File: src/rtl/dmem_arbiter.sv
// Two-requester (CPU / DMA) arbiter in front of a single-port data memory.
// Round-robin grant, latched command, fixed IDLE -> ACCESS -> RESP sequence.
module dmem_arbiter #(
    parameter int ADDR_W = 64,
    parameter int DATA_W = 64
) (
    input  logic              clk,
    input  logic              reset,

    input  logic              cpu_req,
    input  logic              cpu_we,
    input  logic [ADDR_W-1:0] cpu_addr,
    input  logic [DATA_W-1:0] cpu_wdata,
    output logic              cpu_ack,
    output logic [DATA_W-1:0] cpu_rdata,

    input  logic              dma_req,
    input  logic              dma_we,
    input  logic [ADDR_W-1:0] dma_addr,
    input  logic [DATA_W-1:0] dma_wdata,
    output logic              dma_ack,
    output logic [DATA_W-1:0] dma_rdata,

    output logic              mem_memWrite,
    output logic              mem_memRead,
    output logic [ADDR_W-1:0] mem_address,
    output logic [DATA_W-1:0] mem_writeData,
    input  logic [DATA_W-1:0] mem_readData,

    output logic              busy,
    output logic              grant_dma
);

    typedef enum logic [1:0] {
        IDLE   = 2'd0,
        ACCESS = 2'd1,
        RESP   = 2'd2
    } state_t;

    state_t              state_q, state_d;
    logic                we_q, we_d;
    logic [ADDR_W-1:0]   addr_q, addr_d;
    logic [DATA_W-1:0]   wdata_q, wdata_d;
    logic [DATA_W-1:0]   rdata_q, rdata_d;
    logic                grant_dma_q, grant_dma_d;
    logic                last_dma_q, last_dma_d;
    logic                sel_dma;

    // On a tie the requester that did not win last time gets the slot.
    assign sel_dma = dma_req && (!cpu_req || !last_dma_q);

    always_comb begin
        state_d     = state_q;
        we_d        = we_q;
        addr_d      = addr_q;
        wdata_d     = wdata_q;
        rdata_d     = rdata_q;
        grant_dma_d = grant_dma_q;
        last_dma_d  = last_dma_q;
        case (state_q)
            IDLE: begin
                if (cpu_req || dma_req) begin
                    grant_dma_d = sel_dma;
                    last_dma_d  = sel_dma;
                    we_d        = sel_dma ? dma_we    : cpu_we;
                    addr_d      = sel_dma ? dma_addr  : cpu_addr;
                    wdata_d     = sel_dma ? dma_wdata : cpu_wdata;
                    state_d     = ACCESS;
                end
            end
            ACCESS: begin
                if (!we_q) begin
                    rdata_d = mem_readData;
                end
                state_d = RESP;
            end
            RESP:    state_d = IDLE;
            default: state_d = IDLE;
        endcase
    end

    always_ff @(posedge clk or posedge reset) begin
        if (reset) begin
            state_q     <= IDLE;
            we_q        <= 1'b0;
            addr_q      <= '0;
            wdata_q     <= '0;
            rdata_q     <= '0;
            grant_dma_q <= 1'b0;
            last_dma_q  <= 1'b1;
        end else begin
            state_q     <= state_d;
            we_q        <= we_d;
            addr_q      <= addr_d;
            wdata_q     <= wdata_d;
            rdata_q     <= rdata_d;
            grant_dma_q <= grant_dma_d;
            last_dma_q  <= last_dma_d;
        end
    end

    // Outputs decode straight from state so reset silences them at once.
    assign mem_memWrite  = (state_q == ACCESS) &&  we_q;
    assign mem_memRead   = (state_q == ACCESS) && !we_q;
    assign mem_address   = addr_q;
    assign mem_writeData = wdata_q;

    assign cpu_ack   = (state_q == RESP) && !grant_dma_q;
    assign dma_ack   = (state_q == RESP) &&  grant_dma_q;
    assign cpu_rdata = (cpu_ack && !we_q) ? rdata_q : '0;
    assign dma_rdata = (dma_ack && !we_q) ? rdata_q : '0;

    assign busy      = (state_q != IDLE);
    assign grant_dma = grant_dma_q;

endmodule

File: config.mk
export PLATFORM = sky130hd
export DESIGN_NAME = dmem_arbiter
export DESIGN_NICKNAME = d
export VERILOG_FILES = /design/src/rtl/dmem_arbiter.sv
export SDC_FILE = /design/constraint.sdc
export NUM_CORES = 1
export LEC_CHECK = 0
export ABC_AREA = 1
export CORE_AREA = 3 3 230 232
export CTS_CLUSTER_DIAMETER = 80
export DETAILED_ROUTE_END_ITERATION = 8
export DIE_AREA = 0 0 233 235
export SLEW_MARGIN = 20
export SYNTH_ARGS = -nofsm -noshare
export SYNTH_HDL_FRONTEND = slang
export SYNTH_SLANG_ARGS = --single-unit
File: constraint.sdc
create_clock -name clk -period 8.3 [get_ports clk]
set_clock_uncertainty 0.15 [all_clocks]
set_input_delay 1.245 -clock clk [delete_from_list [all_inputs] [get_ports clk]]
set_output_delay 1.245 -clock clk [all_outputs]
set_load 0.03 [all_outputs]
==> results by group <==
Synthesis
  • Yosys top cell area share: 46.0%
  • #FFs+latches synth: 197
  • Post-synthesis sequential area ratio: 46.3%
  • Synth Instances: 1,604
  • Yosys top cell by area: dfrtp_1
  • Mapped Area: 10,700 um2
  • Area contributors post-synth: dfrtp_1 46%, nand2_1 21%, nand3_1 12%, inv_1 11%, nor2_1 4.6%
  • Syn_nets: 1,930
  • Ys Warns: 0
  • Netlist cell types: 16
  • Avg Inst Size Synth: 6.64 um2

Critical path
  • Worst Path Max Fanout: 64
  • CP Launch Type: flop
  • WS Path Type: flop to output port
  • Worst EP arrival: 2.62 ns
  • CP Capture Type: output port
  • Worst EP required: 6.90 ns

CTS
  • Reg clk slew, reported paths: 0.07 ns
  • Post-cts gate resize count: 0
  • Total CTS buffers: 17
  • Root buf cell: clkbuf_16
  • Sinks on Clock Net: 197
  • Clk_lat worst skew: 0.47 ns
  • # hold bufs at CTS: 0
  • CTS tree: yes
  • CTS max path bufs: 2
  • Post-CTS Setup Bufs: 0
  • CTS H-tree lvls: 4

Detailed routing
  • Via count: 11,750
  • Drt first pass iters: 5
  • Final wirelength: 45,300 um
  • DR iter-0 viols: 626
  • Vias per cell: 4.16
  • DRC violation count after routing: 0
  • Post-route ant nets: 0
  • Routed wire length per instance: 16.1 um

STA
  • Final hold vios: 0
  • Final worst-path cycle share: 48.3%
  • Fmax: 249 MHz
  • RSZ-0062 raised after global routing: false
  • Fin crit period: 4.01 ns
  • Slew headroom: 34.3%
  • Pins Over Slew Limit: 0
  • # setup viols final: 0
  • Worst slew pin tran: 0.986 ns
  • Setup TNS: 0 ns

Placed design
  • Placed instance area: 17,000 um2
  • Hpwl dp: 34,100 um
  • Placed insts: 2,786
  • Port buffer count: 587
  • Routability cong.: 0.878

Final layout
  • Layout cell share with drive strength beyond 1: 2.76%
  • Finished Layout Cells: 2,822
  • Finished Core Util: 34.4%
  • Final instance area: 17,600 um2
  • Area delta synth->final: 65.3%
  • Final #Nets: 2,451

Floorplan
  • Top-level I/O count: 588
  • Die ar.: 54,800 um2
  • Std cell rows: 83
  • Die X: 233 um
  • Core Box Area: 51,200 um2
  • Initial Util: 20.8%
  • Overall die height: 235 um

Pwr
  • Clock Power Share: 14.2%
  • Internal Power: 3.02 mW
  • Peak VDD IR: 215 uV
  • Sw frac: 47.8%
  • Switch Pwr: 2.76 mW
  • Share of power burned in combinational logic: 55.6%
  • Share of power burned in registers: 30.2%
  • Pwr Density: 328 nW/um2
  • Leak pwr: 9.06 nW

Global routing
  • Largest net degree at the start of global routing: 90
  • Initial antenna violation count: 10
  • Gr ovfl total: 0
  • Vias in the first global route: 11,749
  • Tot GR Track Use: 16.3%
  • First-pass GRT wire length: 68,400 um

Status
  • Status: finished, final reports clean

Flow run
  • Maxcap violations: 0

Min path
  • Hold Crit Class: flop to flop
==> power by group through the flow <==
stage	clock network, mW	registers (mW)	logic, mW
final	0.823	1.74	3.21
after global routing	0.902	1.81	3.50
after CTS	0.863	1.75	3.27
after detailed placement	0	1.75	3.27
after global placement	0	1.75	3.23
after floorplan	0	2.32	1.28
==> state kept, by name, summed over array words and instances, names as in the netlist <==
register and flops:
we_q 1, mem_address 64, rdata_q 64, mem_writeData 64, state_q 2, grant_dma 1, last_dma_q 1
==> layer usage <==
layer	share of wire [%]	vias up	global-route usage (%)	wire, um
met5	0.16	-	0	73
met4	3.0	12	6.22	1370
met3	9.2	73	6.22	4190
met2	48	497	27.7	22000
met1	39	5429	18.5	17800
li1	-	5739	-	-
==> through the flow <==
step	hold WS, ns	setup slack, ns	power [mW]
6_report	0.328	4.29	5.78
5_1_grt	0.355	4.09	6.21
4_1_cts	0.335	4.19	5.88
3_5_place_dp	0.314	3.92	5.01
3_3_place_gp	0.314	4.04	4.98
2_1_floorplan	0.293	1.54	3.60
==> layout by cell type, fill, tap and decap left out, drive strengths merged <==
cell             n
clkdlybuf4s50  586
buf             13
dfrtp          196
nand4            1
nand3          258
o21ai            1
diode            4
clkinv           5
clkbuf          18
nand2          587
dfstp            1
inv            336
nor2           131
nor3             3
clkinvlp         2
==> cell type report <==
cell class	count	area, um2
inverter	329	1240
clock inverter	14	118
clock buffer	18	439
sequential	197	4930
timing repair buffer	599	5960
multi-input combinational	981	4050
fill	5505	33600
antenna	4	10.0
tap	680	851
==> worst paths after layout <==
| path | startpoint | end | slack, ns | depth (start not counted) |
|---|---|---|---|---|
| setup / recovery | state_q[0] | cpu_rdata[37] | 4.29 | 5 |
| hold / removal | mem_address[28] | mem_address[28] | 0.33 | 2 |
| setup reg to reg | last_dma_q | mem_writeData[47] | 5.19 | 6 |
| hold reg to reg | mem_address[28] | mem_address[28] | 0.33 | 2 |
| max in group asynchronous | reset | grant_dma | 5.58 | 3 |
| min in group asynchronous | reset | mem_writeData[46] | 1.08 | 2 |
==> kinds of logic after synthesis <==
logic type	count (synthesis)	share of synthesized area, %
and+or+nand+nor	980	37.7
buffers and inverters	426	15.9
DFF	197	46.3
AOI/OAI and AO/OA	1	0.0469
==> worst max-delay path, stage by stage, from the launching register on <==
cell and delay [ns]:
dfrtp_1 0.42, nor3_2 0.25, nand2_2 0.06, buf_4 0.30, nor2_1 0.34, clkdlybuf4s50_1 0.73
==> Yosys cell counts <==
cell,number
nand2_1,587
inv_1,325
nand3_1,258
dfrtp_1,196
nor2_1,130
clkbuf_1,42
buf_2,31
buf_4,16
buf_1,8
inv_2,4
nor3_2,2
dfstp_2,1
nand4_1,1
nor2_2,1
nor3_1,1
o21ai_0,1
Power figures use the tool's default switching activity.
